**src/rtl/vec_result_store.sv**
```systemverilog
// Result write-back: serializes the A3/A4 vector registers into word memory.
// Beats use a valid/ready handshake, and done pulses once per command.
module vec_result_store #(
    parameter int REG_W  = 512,
    parameter int WORD_W = 32,
    parameter int ADDR_W = 10
) (
    input  logic              clk,
    input  logic              rst,
    input  logic              start,
    input  logic [1:0]        sel,
    input  logic [ADDR_W-1:0] base_addr,
    input  logic [REG_W-1:0]  A3,
    input  logic [REG_W-1:0]  A4,
    output logic              busy,
    output logic              done,
    output logic              mem_we,
    input  logic              mem_ready,
    output logic [ADDR_W-1:0] mem_addr,
    output logic [WORD_W-1:0] mem_wdata
);

    localparam int WORDS = REG_W / WORD_W;
    localparam int CW    = (WORDS > 1) ? $clog2(WORDS) : 1;

    typedef enum logic [1:0] {IDLE, WRITE, DONE} state_t;

    state_t state, state_nx;

    logic [REG_W-1:0]  a3_q, a4_q;
    logic [ADDR_W-1:0] base_q;
    logic              a4_en_q;
    logic              hi_q;
    logic [CW-1:0]     idx_q;
    logic              last_word;
    logic              accept;
    logic [ADDR_W-1:0] offset;
    logic [WORD_W-1:0] word;

    assign last_word = (idx_q == CW'(WORDS - 1));
    assign accept    = (state == WRITE) && mem_ready;

    always_ff @(posedge clk or posedge rst) begin
        if (rst) begin
            state <= IDLE;
        end else begin
            state <= state_nx;
        end
    end

    always_comb begin
        state_nx = state;
        case (state)
            IDLE: begin
                if (start) begin
                    state_nx = (sel == 2'b00) ? DONE : WRITE;
                end
            end
            WRITE: begin
                if (accept && last_word && (hi_q || !a4_en_q)) begin
                    state_nx = DONE;
                end
            end
            DONE:    state_nx = IDLE;
            default: state_nx = IDLE;
        endcase
    end

    // hi_q selects the A4 half; a command with only A4 starts there directly
    always_ff @(posedge clk or posedge rst) begin
        if (rst) begin
            a3_q    <= '0;
            a4_q    <= '0;
            base_q  <= '0;
            a4_en_q <= 1'b0;
            hi_q    <= 1'b0;
            idx_q   <= '0;
        end else if (state == IDLE && start && sel != 2'b00) begin
            a3_q    <= A3;
            a4_q    <= A4;
            base_q  <= base_addr;
            a4_en_q <= sel[1];
            hi_q    <= ~sel[0];
            idx_q   <= '0;
        end else if (accept) begin
            if (last_word) begin
                idx_q <= '0;
                hi_q  <= 1'b1;
            end else begin
                idx_q <= idx_q + 1'b1;
            end
        end
    end

    assign offset = hi_q ? ADDR_W'(WORDS) + ADDR_W'(idx_q) : ADDR_W'(idx_q);
    assign word   = hi_q ? a4_q[idx_q*WORD_W +: WORD_W]
                         : a3_q[idx_q*WORD_W +: WORD_W];

    assign busy      = (state == WRITE);
    assign mem_we    = busy;
    assign done      = (state == DONE);
    assign mem_addr  = busy ? base_q + offset : '0;
    assign mem_wdata = busy ? word : '0;

endmodule
```
**config.mk**
```make
export PLATFORM = sky130hd
export DESIGN_NAME = vec_result_store
export DESIGN_NICKNAME = d
export VERILOG_FILES = /design/src/rtl/vec_result_store.sv
export SDC_FILE = /design/constraint.sdc
export NUM_CORES = 2
export LEC_CHECK = 0
export ABC_AREA = 1
export CAP_MARGIN = 10
export CORE_AREA = 2 2 448 450
export CTS_CLUSTER_SIZE = 14
export DETAILED_ROUTE_END_ITERATION = 8
export DIE_AREA = 0 0 450 452
export PLACE_DENSITY = 0.43
export SKIP_LAST_GASP = 1
export SYNTH_ARGS = -nofsm -noshare
export SYNTH_HDL_FRONTEND = slang
export SYNTH_SLANG_ARGS = --single-unit
export TNS_END_PERCENT = 10
```
**constraint.sdc**
```tcl
create_clock -name clk -period 43.1 [get_ports clk]
set_input_delay 8.62 -clock clk [delete_from_list [all_inputs] [get_ports clk]]
set_output_delay 8.62 -clock clk [all_outputs]
set_load 0.01 [all_outputs]
```
==> flow_metrics.py <==
metrics = {
    "status": {
        "status": "finished clean",
    },
    "sta": {
        "setup_viol": 0,
        "setup_tns_ns": 0,
        "maxSlewViolCount": 0,
        "max_freq_mhz": 69.4,
        "rsz0062_at_grt": "no",
        "finalHoldViolCount": 0,
        "tightest_slew_ns": 1.20,
        "period_minus_slack_ns": 14.41,
        "finClkSkew_ns": 0.0282,
        "relSlewSlack_pct": 20.2,
        "period_share_pct": 33.4,
    },
    "power": {
        "total_leakage_power_nw": 28.6,
        "sw_frac_of_total_pct": 40.3,
        "p_per_area_nw_per_um2": 76.4,
        "switchingPower_mw": 2.05,
        "clkPwrFrac_pct": 22.0,
        "power.internal_mw": 3.04,
        "ir_worst_vdd_uv": 42.8,
        "combPwrFrac_pct": 43.6,
        "power_frac_seq_pct": 34.5,
    },
    "critical_path": {
        "path_buf_inv": 4,
        "crit_family": "buffers and inverters",
        "crit_required_ns": 34.48,
        "cpMostUsedCell": "nand2_1",
        "slowest_delay_ns": 0.77,
        "r2r-end": "a3_q[20]",
        "crit_fanout": 153,
        "worstPathCellList": "buf_4, buf_12, buf_4, nand2_1, nand3_1, nand3_1, nand2_1, nand2_1, nand3_1, nand2_1, nor2_1, clkdlybuf4s50_1",
        "startpoint_type": "flip-flop",
        "end_kind": "output pin",
        "cpMaxStageDelayCell": "buf_4",
        "r2r_slack_ns": 37.89,
        "cp.arrival_ns": 5.79,
        "r2r_start": "state[1]",
        "r2r.worst_path.cells": 8,
        "crit_type": "reg -> out",
    },
    "finish": {
        "drive_gt1_share_pct": 21.3,
        "nets": 6750,
        "final_core_util_pct": 33.5,
        "synthToLayoutAreaGrowth_pct": 34.9,
    },
    "detailed_routing": {
        "vias_per_cell": 4.62,
        "ant_nets": 0,
        "drt-initial-drc-count": 2475,
        "first_pass_iters": 5,
        "routed_wl_mm": 230,
        "drc": 0,
        "vias": 39247,
        "wire_per_inst_um": 27.2,
    },
    "global_route": {
        "grt_pass1_vias": 40821,
        "antenna_found_initial": 54,
        "grt_max_degree": 178,
        "grt_overflow_total": 0,
        "grt_usage_pct": 22.1,
        "grt_first_pass_wirelength_mm": 317,
    },
    "clocking": {
        "clk_pin_slew_ns": 0.06,
        "root_buffer": "clkbuf_16",
        "cts_tree": "yes",
        "htreeDepth": 4,
        "clock_path_buffers": 3,
        "ctsHoldBuffers": 0,
        "clock_latency_ns": 0.79,
        "cts_buffers": 133,
        "cts.sinks": 1042,
        "postCtsSetupBuffers": 0,
        "cts_resized": 0,
    },
    "yosys": {
        "synth-warning-count": 0,
        "synth_nets": 5821,
        "netlist_area_um2": 49300,
        "yosysUniqueCellTypes": 22,
        "synthCells": 4774,
        "synth-seq-cells": 1042,
        "syn-mean-instance-area_um2": 10.3,
        "yosysSeqAreaShare_pct": 52.9,
    },
    "hold_path": {
        "hp-start": "a4_q[257]",
        "worstHoldEndpoint": "a4_q[257]",
        "hp-class": "reg -> reg",
        "min_path_cells": 1,
    },
    "die": {
        "die_h_um": 452,
        "start_util_pct": 24.8,
        "dieArea_um2": 203000,
        "ioPinCount": 1085,
        "die_x_um": 450,
        "rows": 164,
        "coreArea_um2": 199000,
    },
    "run": {
        "maxCapViolations": 0,
    },
    "placement": {
        "portBuffers": 1084,
        "dp_hpwl_mm": 170,
        "place.gp.congestion": 0.843,
    },
}
## power groups by stage
| stage | logic, mW | registers (mW) | clock network, mW |
|---|---|---|---|
| 5_1_grt | 2.43 | 1.81 | 1.19 |
| 6_report | 2.22 | 1.75 | 1.12 |
| 3_5_place_dp | 2.29 | 1.77 | 0 |
| 3_3_place_gp | 2.27 | 1.75 | 0 |
| 4_1_cts | 2.30 | 1.75 | 1.15 |
| 2_1_floorplan | 1.46 | 1.67 | 0 |
## placed cells by master, fill, tap and decap left out, drive strengths merged, types with 70 or more instances in the layout
cell type	netlist	final
clkdlybuf4s50	0	1084
nor2	147	147
nand2	1187	1187
dfrtp	1042	1042
mux2	968	968
clkbuf	68	204
inv	82	87
nand3	748	748
o21ai	70	70
a21oi	168	168
## registers in the layout (all words and copies together) (netlist names)
register  count
state         2
a4_en_q       1
a3_q        512
idx_q         4
base_q       10
a4_q        512
hi_q          1
## stage by stage
step                      cells  hold slack [ns]  setup slack (ns)  instance area [um^2]  power (mW)
after floorplan            4774            0.453              5.15                 49300        3.13
after global placement     8224            0.486             29.11                 62200        4.02
after detailed placement   8224            0.492             29.13                 62200        4.06
after CTS                  8461            0.504             28.65                 66500        5.20
after global routing       8480            0.510             28.44                 66500        5.44
final                      8487            0.502             28.69                 66500        5.08
## logic make-up (layout without fill, tap and decap cells)
family,Yosys count,after routing,share of synthesized area [%]
mux,968,968,22.1
other cells,0,26,0
fa+ha+maj,7,7,0.193
flops,1042,1042,52.9
buf+inv,430,1461,4.57
compound gates,240,240,2.46
simple gates,2086,2086,17.8
xor+xnor,1,1,0.0178
## Yosys cell counts
master	count	area, um^2
nand2_1	1187	4460
dfrtp_1	1042	26100
mux2_2	968	10900
nand3_1	748	3740
buf_2	197	986
a21oi_1	168	841
nor2_1	147	552
inv_1	80	300
o21ai_0	70	350
clkbuf_1	68	255
buf_6	41	462
buf_4	23	173
buf_1	18	67.6
ha_1	6	75.1
nand4_1	3	18.8
inv_2	2	7.51
a211oi_2	1	12.5
clkinv_1	1	3.75
fa_1	1	20.0
nor3_1	1	5.00
o31ai_1	1	7.51
xor2_1	1	8.76
## worst max-delay path by stage
stage | slack (ns) | endpoint | cells past startpoint | start
2_1_floorplan | 5.15 | a3_q[0] | 1 | rst
3_3_place_gp | 29.11 | a4_q[59] | 10 | sel[1]
3_5_place_dp | 29.13 | a3_q[20] | 10 | sel[1]
4_1_cts | 28.65 | mem_wdata[14] | 12 | hi_q
5_1_grt | 28.44 | mem_wdata[14] | 12 | hi_q
6_report | 28.69 | mem_wdata[14] | 12 | hi_q
## per-layer routing
layer	up-vias	track usage (%)	share of wire [%]
li1	18066	-	-
met1	19820	25.8	40
met2	1063	40.1	52
met3	280	4.03	4.3
met4	18	7.97	3.4
met5	-	0	0.046
## layout make-up
type / count / area (um^2)
Timing Repair Buffer: 1141 / 11400
Inverter: 83 / 340
Tap cell: 2656 / 3320
Clock buffer: 204 / 4000
Multi-Input combinational cell: 3302 / 21000
Sequential cell: 1042 / 26100
Antenna cell: 26 / 65.1
Fill cell: 20514 / 132000
Clock inverter: 33 / 327
(Power assumes the default switching activity.)
